`config.mk`:
```
export PLATFORM = sky130hd
export DESIGN_NAME = rooth_int_ctrl
export DESIGN_NICKNAME = d
export VERILOG_FILES = /design/src/rtl/rooth_int_pkg.sv /design/src/rtl/rooth_int_prio.sv /design/src/rtl/rooth_int_ctrl.sv
export SDC_FILE = /design/constraint.sdc
export NUM_CORES = 1
export LEC_CHECK = 0
export ABC_AREA = 1
export BUFFER_PORTS_ARGS = -buffer_cell sky130_fd_sc_hd__clkbuf_2
export CORE_ASPECT_RATIO = 1.2
export CORE_UTILIZATION = 49
export CTS_CLUSTER_DIAMETER = 50
export CTS_CLUSTER_SIZE = 16
export DETAILED_ROUTE_END_ITERATION = 10
export HOLD_SLACK_MARGIN = 0.15
export PLACE_DENSITY = 0.8
export SYNTH_ARGS = -nofsm -noshare
export SYNTH_HDL_FRONTEND = slang
export SYNTH_SLANG_ARGS = --single-unit
```
`constraint.sdc`:
```
create_clock -name clk -period 2.32 [get_ports clk]
set_clock_uncertainty 0.05 [all_clocks]
set_input_delay 0.348 -clock clk [delete_from_list [all_inputs] [get_ports clk]]
set_output_delay 0.348 -clock clk [all_outputs]
set_load 0.005 [all_outputs]
```
`src/rtl/rooth_int_pkg.sv`:
```
// Shared constants for the rooth interrupt controller: source count, register map, FSM states.
// Build option: define ROOTH_INT_EDGE_EN for rising-edge request capture (see rooth_int_ctrl).
package rooth_int_pkg;

    localparam int RI_INT_NUM   = 8;
    localparam int RI_ADDR_W    = 4;
    localparam int RI_CPU_WIDTH = 32;

    localparam logic [RI_ADDR_W-1:0] INT_PEND_ADDR  = 4'h0;
    localparam logic [RI_ADDR_W-1:0] INT_MASK_ADDR  = 4'h4;
    localparam logic [RI_ADDR_W-1:0] INT_CLAIM_ADDR = 4'h8;

    typedef enum logic [1:0] {
        INT_IDLE    = 2'd0,
        INT_REQ     = 2'd1,
        INT_SERVICE = 2'd2
    } int_state_e;

endpackage

```
`src/rtl/rooth_int_prio.sv`:
```
// Fixed-priority encoder: the lowest set index of eligible wins.
module rooth_int_prio
    import rooth_int_pkg::*;
#(
    parameter int N   = RI_INT_NUM,
    parameter int IDW = $clog2(N)
) (
    input  logic [N-1:0]   eligible,
    output logic           any,
    output logic [N-1:0]   onehot,
    output logic [IDW-1:0] id
);

    // Scan from the top down so the lowest index is the last to overwrite.
    always_comb begin
        any    = |eligible;
        onehot = '0;
        id     = '0;
        for (int i = N - 1; i >= 0; i--) begin
            if (eligible[i]) begin
                onehot    = '0;
                onehot[i] = 1'b1;
                id        = IDW'(i);
            end
        end
    end

endmodule

```
`src/rtl/rooth_int_ctrl.sv`:
```
// Interrupt controller feeding the rooth core int_flag_i: pending/mask registers, priority grant, req/ack/done.
// Build option: ROOTH_INT_EDGE_EN selects rising-edge capture of irq_src_i instead of level capture.
module rooth_int_ctrl
    import rooth_int_pkg::*;
#(
    parameter int INT_NUM   = RI_INT_NUM,
    parameter int ADDR_W    = RI_ADDR_W,
    parameter int CPU_WIDTH = RI_CPU_WIDTH
) (
    input  logic                 clk,
    input  logic                 rst_n,
    input  logic [INT_NUM-1:0]   irq_src_i,
    input  logic                 bus_wr_en_i,
    input  logic                 bus_rd_en_i,
    input  logic [ADDR_W-1:0]    bus_addr_i,
    input  logic [CPU_WIDTH-1:0] bus_wdata_i,
    output logic [CPU_WIDTH-1:0] bus_rdata_o,
    output logic                 int_req_o,
    output logic [INT_NUM-1:0]   int_flag_o,
    input  logic                 int_ack_i,
    input  logic                 int_done_i
);

    localparam int IDW = $clog2(INT_NUM);

    int_state_e           state_q, state_d;
    logic [INT_NUM-1:0]   pend_q, pend_d, mask_q, mask_d;
    logic [INT_NUM-1:0]   flag_d, set_vec, clr_vec;
    logic [INT_NUM-1:0]   eligible, eligible_nxt, win_onehot;
    logic [IDW-1:0]       win_id, flag_id, claim_q, claim_d;
    logic                 win_any, req_d, wr_pend, wr_mask, ack_hit;
    logic [CPU_WIDTH-1:0] rd_word;
    logic                 unused_flag_any;
    logic [INT_NUM-1:0]   unused_flag_onehot;
    logic                 unused_wdata;

    assign unused_wdata = ^bus_wdata_i[CPU_WIDTH-1:INT_NUM];

`ifdef ROOTH_INT_EDGE_EN
    logic [INT_NUM-1:0] src_p0, src_p1;

    // Stage p0 registers the raw line, p1 delays it once more for edge detection.
    always_ff @(posedge clk) begin
        if (!rst_n) begin
            src_p0 <= '0;
            src_p1 <= '0;
        end else begin
            src_p0 <= irq_src_i;
            src_p1 <= src_p0;
        end
    end

    assign set_vec = src_p0 & ~src_p1;
`else
    assign set_vec = irq_src_i;
`endif

    assign wr_pend = bus_wr_en_i && (bus_addr_i == ADDR_W'(INT_PEND_ADDR));
    assign wr_mask = bus_wr_en_i && (bus_addr_i == ADDR_W'(INT_MASK_ADDR));
    assign ack_hit = (state_q == INT_REQ) && int_ack_i;

    // Set is OR-ed in after the clear so a same-cycle request always survives.
    assign clr_vec      = (wr_pend ? bus_wdata_i[INT_NUM-1:0] : '0) | (ack_hit ? int_flag_o : '0);
    assign pend_d       = (pend_q & ~clr_vec) | set_vec;
    assign mask_d       = wr_mask ? bus_wdata_i[INT_NUM-1:0] : mask_q;
    assign eligible     = pend_q & mask_q;
    assign eligible_nxt = pend_d & mask_d;

    rooth_int_prio #(.N(INT_NUM), .IDW(IDW)) u_prio_win (
        .eligible (eligible),
        .any      (win_any),
        .onehot   (win_onehot),
        .id       (win_id)
    );

    rooth_int_prio #(.N(INT_NUM), .IDW(IDW)) u_prio_flag (
        .eligible (int_flag_o),
        .any      (unused_flag_any),
        .onehot   (unused_flag_onehot),
        .id       (flag_id)
    );

    always_comb begin
        state_d = state_q;
        req_d   = int_req_o;
        flag_d  = int_flag_o;
        claim_d = claim_q;
        case (state_q)
            INT_IDLE: begin
                if (win_any) begin
                    state_d = INT_REQ;
                    req_d   = 1'b1;
                    flag_d  = win_onehot;
                end
            end
            INT_REQ: begin
                // Ack takes precedence; otherwise withdraw once the granted source stops being eligible.
                if (int_ack_i) begin
                    state_d = INT_SERVICE;
                    req_d   = 1'b0;
                    flag_d  = '0;
                    claim_d = flag_id;
                end else if ((int_flag_o & eligible_nxt) == '0) begin
                    state_d = INT_IDLE;
                    req_d   = 1'b0;
                    flag_d  = '0;
                end
            end
            INT_SERVICE: begin
                if (int_done_i) state_d = INT_IDLE;
            end
            default: begin
                state_d = INT_IDLE;
                req_d   = 1'b0;
                flag_d  = '0;
            end
        endcase
    end

    always_comb begin
        rd_word = '0;
        if (bus_addr_i == ADDR_W'(INT_PEND_ADDR)) begin
            rd_word[INT_NUM-1:0] = pend_q;
        end else if (bus_addr_i == ADDR_W'(INT_MASK_ADDR)) begin
            rd_word[INT_NUM-1:0] = mask_q;
        end else if (bus_addr_i == ADDR_W'(INT_CLAIM_ADDR)) begin
            rd_word[8]       = (state_q == INT_SERVICE);
            rd_word[IDW-1:0] = claim_q;
        end
    end

    always_ff @(posedge clk) begin
        if (!rst_n) begin
            state_q     <= INT_IDLE;
            pend_q      <= '0;
            mask_q      <= '0;
            claim_q     <= '0;
            int_req_o   <= 1'b0;
            int_flag_o  <= '0;
            bus_rdata_o <= '0;
        end else begin
            state_q    <= state_d;
            pend_q     <= pend_d;
            mask_q     <= mask_d;
            claim_q    <= claim_d;
            int_req_o  <= req_d;
            int_flag_o <= flag_d;
            if (bus_rd_en_i) bus_rdata_o <= rd_word;
        end
    end

endmodule

```
==> results.sh <==
export IMPL_synth_top_cells_by_area="sky130_fd_sc_hd__dfxtp_1 33%, sky130_fd_sc_hd__nand2_1 15%, sky130_fd_sc_hd__buf_4 8.3%"
export IMPL_min_path_type="in2reg"
export IMPL_crit_path_frequent_cell="sky130_fd_sc_hd__nand2_1"
export IMPL_cellPowerDensity_nw_per_um2=644
export IMPL_drt_iter0_markers=118
export IMPL_drcViolationCount=0
export IMPL_area_delta_synth_final_pct=11.1
export IMPL_internal_power_w=0.00114
export IMPL_largest_vdd_supply_drop_v=0.000413
export IMPL_post_cts_setup_buffers=0
export IMPL_worst_r2r_setup_slack_ps=270
export IMPL_pin_count=91
export IMPL_post_route_cells_drive_above_1_share=0.163
export IMPL_vias=2397
export IMPL_fin_crit_sh=0.885
export IMPL_route_detailed_vias_per_inst=5.05
export IMPL_swShare=0.324
export IMPL_detailedPlacementHpwl_mm=4.34
export IMPL_largest_fanout_of_any_net_on_the_critical_path=16
export IMPL_cts_inserted_buffers=5
export IMPL_ant_nets=0
export IMPL_synth_cell_type_count=26
export IMPL_max_clock_path_buffers=2
export IMPL_grt_pass1_vias=2160
export IMPL_min_path_cells=3
export IMPL_layout_filler_cells=472
export IMPL_numPortBuffers=43
export IMPL_timing_critical_path_required_ps=2510
export IMPL_syn_area_sq_um=2360
export IMPL_critical_path_class="reg2reg"
export IMPL_globalplace_congestion=0.892
export IMPL_final_hold_viol_count=0
export IMPL_setup_total_negative_slack_ps=0
export IMPL_yosys_area_top_type="sky130_fd_sc_hd__dfxtp_1"
export IMPL_grt_antenna_before_repair=0
export IMPL_cts_root_buffer_cell="sky130_fd_sc_hd__clkbuf_8"
export IMPL_core_area_sq_um=4590
export IMPL_start_util=0.514
export IMPL_critPathLaunch="state_q[0]$_SDFFE_PN0P_"
export IMPL_cts_clk_slew_worst_paths_ps=80
export IMPL_worst_r2r_endpoint="int_flag_o[7]$_SDFFE_PN0P_"
export IMPL_share_comb_of_total_power=0.222
export IMPL_grt_first_pass_wirelength_mm=9.45
export IMPL_globalRouteTotalUtil=0.241
export IMPL_fraction_of_power_consumed_by_the_clock_network=0.309
export IMPL_sequential_cell_area_fraction_in_the_yosys_report=0.331
export IMPL_yosysTopAreaCellShare=0.331
export IMPL_ff2ff_path_depth=14
export IMPL_critical_path_cell_chain="nand4_1, nand2_1, inv_1, nand2_1, nand2_1, nand2_1, nand2_1, nor2_1, nand2_1, nand2_4, nand2_1, nand2_1, nand2_1, nor2_1"
export IMPL_clock_latency_ps=300
export IMPL_antennaDiodeCount=0
export IMPL_rsz_0062_raised_after_global_routing="no"
export IMPL_synth_seq_cells=39
export IMPL_preCtsSetupSlack_ps=160
export IMPL_slowest_stage="sky130_fd_sc_hd__dfxtp_1"
export IMPL_first_pass_iters=6
export IMPL_cp_slowest_stage_delay_ps=600
export IMPL_maxClockFrequency_mhz=487
export IMPL_report_final_slew_viol_count=0
export IMPL_globalRoute_totalOverflow=0
export IMPL_die_height_um=78.0
export IMPL_switching_power_w=0.000547
export IMPL_worstPathArrival_ps=2240
export IMPL_floorplan_rows=27
export IMPL_rr_startpoint="state_q[0]$_SDFFE_PN0P_"
export IMPL_worstHoldStart="irq_src_i[5]"
export IMPL_placed_cells_incl_taps=467
export IMPL_syn_avg_cell_area_sq_um=6.30
export IMPL_dieArea_sq_um=5100
export IMPL_final_net_count=466
export IMPL_clock_tree_htree_level_count=2
export IMPL_floorplan_die_width_um=65.4
export IMPL_syn_instance_count=375
export IMPL_cellLeakagePower_nw=1.37
export IMPL_timing_final_ws_setup_ps=268
export IMPL_final_cells=475
export IMPL_final_core_utilization=0.571
export IMPL_ctsResizeCount=0
export IMPL_flop_pwr_share=0.469
export IMPL_worst_setup_path_end_kind="flop"
export IMPL_post_route_min_period_ps=2050
export IMPL_drv_cap=0
export IMPL_min_to="pend_q[5]$_SDFF_PN0_"
export IMPL_yosys_warnings=0
export IMPL_grt_max_degree=19
export IMPL_postCtsHoldBufs=0
export IMPL_detail_route_wl_per_cell_um=11.9
export IMPL_timing_final_setup_violations=0
export IMPL_cp_start_kind="flop"
export IMPL_cts_sinks=39
export IMPL_status="complete, no violations"
export IMPL_route_final_wire_length_mm=5.67
export IMPL_cts_tree="done"
cells in the final DEF, fill, tap and decap left out, drive strengths merged:
cell,synthesis,final
nor4,1,1
a41oi,3,3
o211ai,1,1
buf,33,6
o311ai,1,1
a21oi,20,20
clkbuf,4,50
o21ai,19,19
inv,53,53
nand2,98,98
nand3,17,17
nor2,49,49
clkinv,6,6
nor3,1,1
conb,1,23
clkinvlp,0,1
a31oi,2,2
nand4,27,27
dfxtp,39,39
power by group through the flow:
stage / clock network [W] / logic, W / registers [W]
after floorplan: 0 / 0.000292 / 0.000790
after global placement: 0 / 0.000367 / 0.000805
after detailed placement: 0 / 0.000373 / 0.000805
after CTS: 0.000528 / 0.000375 / 0.000790
after global routing: 0.000560 / 0.000434 / 0.000799
final: 0.000522 / 0.000376 / 0.000791
worst max-delay path: cells and delay by family (launching register included):
kind | cells | cell delay (ps)
buf+inv | 1 | 40
flops | 1 | 600
simple gates | 13 | 1290
metal layers:
layer,share of wire,up-vias,track usage
li1,-,1227,-
met1,0.42,1064,0.284
met2,0.50,92,0.410
met3,0.050,14,0.0509
met4,0.026,0,0.109
met5,0,-,0
state kept, by name, indices dropped and copies added (netlist names):
signal	cells
bus_rdata_o	9
claim_q	3
int_flag_o	8
int_req_o	1
mask_q	8
pend_q	8
state_q	2
worst max path at each step:
stage                                             to  cells after the start
final                     int_flag_o[7]$_SDFFE_PN0P_                     14
after global routing      int_flag_o[7]$_SDFFE_PN0P_                     14
after CTS                 int_flag_o[7]$_SDFFE_PN0P_                     14
after detailed placement  int_flag_o[7]$_SDFFE_PN0P_                     16
after global placement    int_flag_o[7]$_SDFFE_PN0P_                     15
after floorplan           int_flag_o[1]$_SDFFE_PN0P_                     16
logic make-up after synthesis:
family / count (synthesis) / synth area share
buf+inv: 96 / 0.203
compound gates: 46 / 0.106
other cells: 1 / 0.00159
simple gates: 193 / 0.359
flops: 39 / 0.331
cell type report:
cell class                 instances  area, sq um  area share
clock buffer                       7         96.3      0.0367
tap                               58         72.6      0.0277
multi-input combinational        262         1180       0.451
sequential                        39          781       0.298
timing repair buffer              49          260      0.0992
clock inverter                     1         7.51     0.00286
inverter                          59          221      0.0844
cell usage after synthesis:
cell type and count:
sky130_fd_sc_hd__nand2_1 97, sky130_fd_sc_hd__inv_1 49, sky130_fd_sc_hd__nor2_1 44, sky130_fd_sc_hd__dfxtp_1 39, sky130_fd_sc_hd__nand4_1 27, sky130_fd_sc_hd__buf_4 26
sky130_fd_sc_hd__a21oi_1 20, sky130_fd_sc_hd__o21ai_0 17, sky130_fd_sc_hd__nand3_1 16, sky130_fd_sc_hd__clkinv_1 6, sky130_fd_sc_hd__buf_2 5, sky130_fd_sc_hd__clkbuf_1 4
sky130_fd_sc_hd__inv_2 4, sky130_fd_sc_hd__nor2_2 4, sky130_fd_sc_hd__a41oi_1 3, sky130_fd_sc_hd__a31oi_1 2, sky130_fd_sc_hd__buf_6 2, sky130_fd_sc_hd__o21ai_1 2
sky130_fd_sc_hd__conb_1 1, sky130_fd_sc_hd__nand2_4 1, sky130_fd_sc_hd__nand3_2 1, sky130_fd_sc_hd__nor2_4 1, sky130_fd_sc_hd__nor3_1 1, sky130_fd_sc_hd__nor4_1 1
sky130_fd_sc_hd__o211ai_1 1, sky130_fd_sc_hd__o311ai_0 1
stage by stage:
stage                     power (W)  hold WS (ps)  instance area [sq um]
final                       0.00169           232                   2620
after global routing        0.00179           234                   2620
after CTS                   0.00169           226                   2620
after detailed placement    0.00118           431                   2520
after global placement      0.00117           415                   2520
after floorplan             0.00108           413                   2440
(Power assumes the default switching activity.)
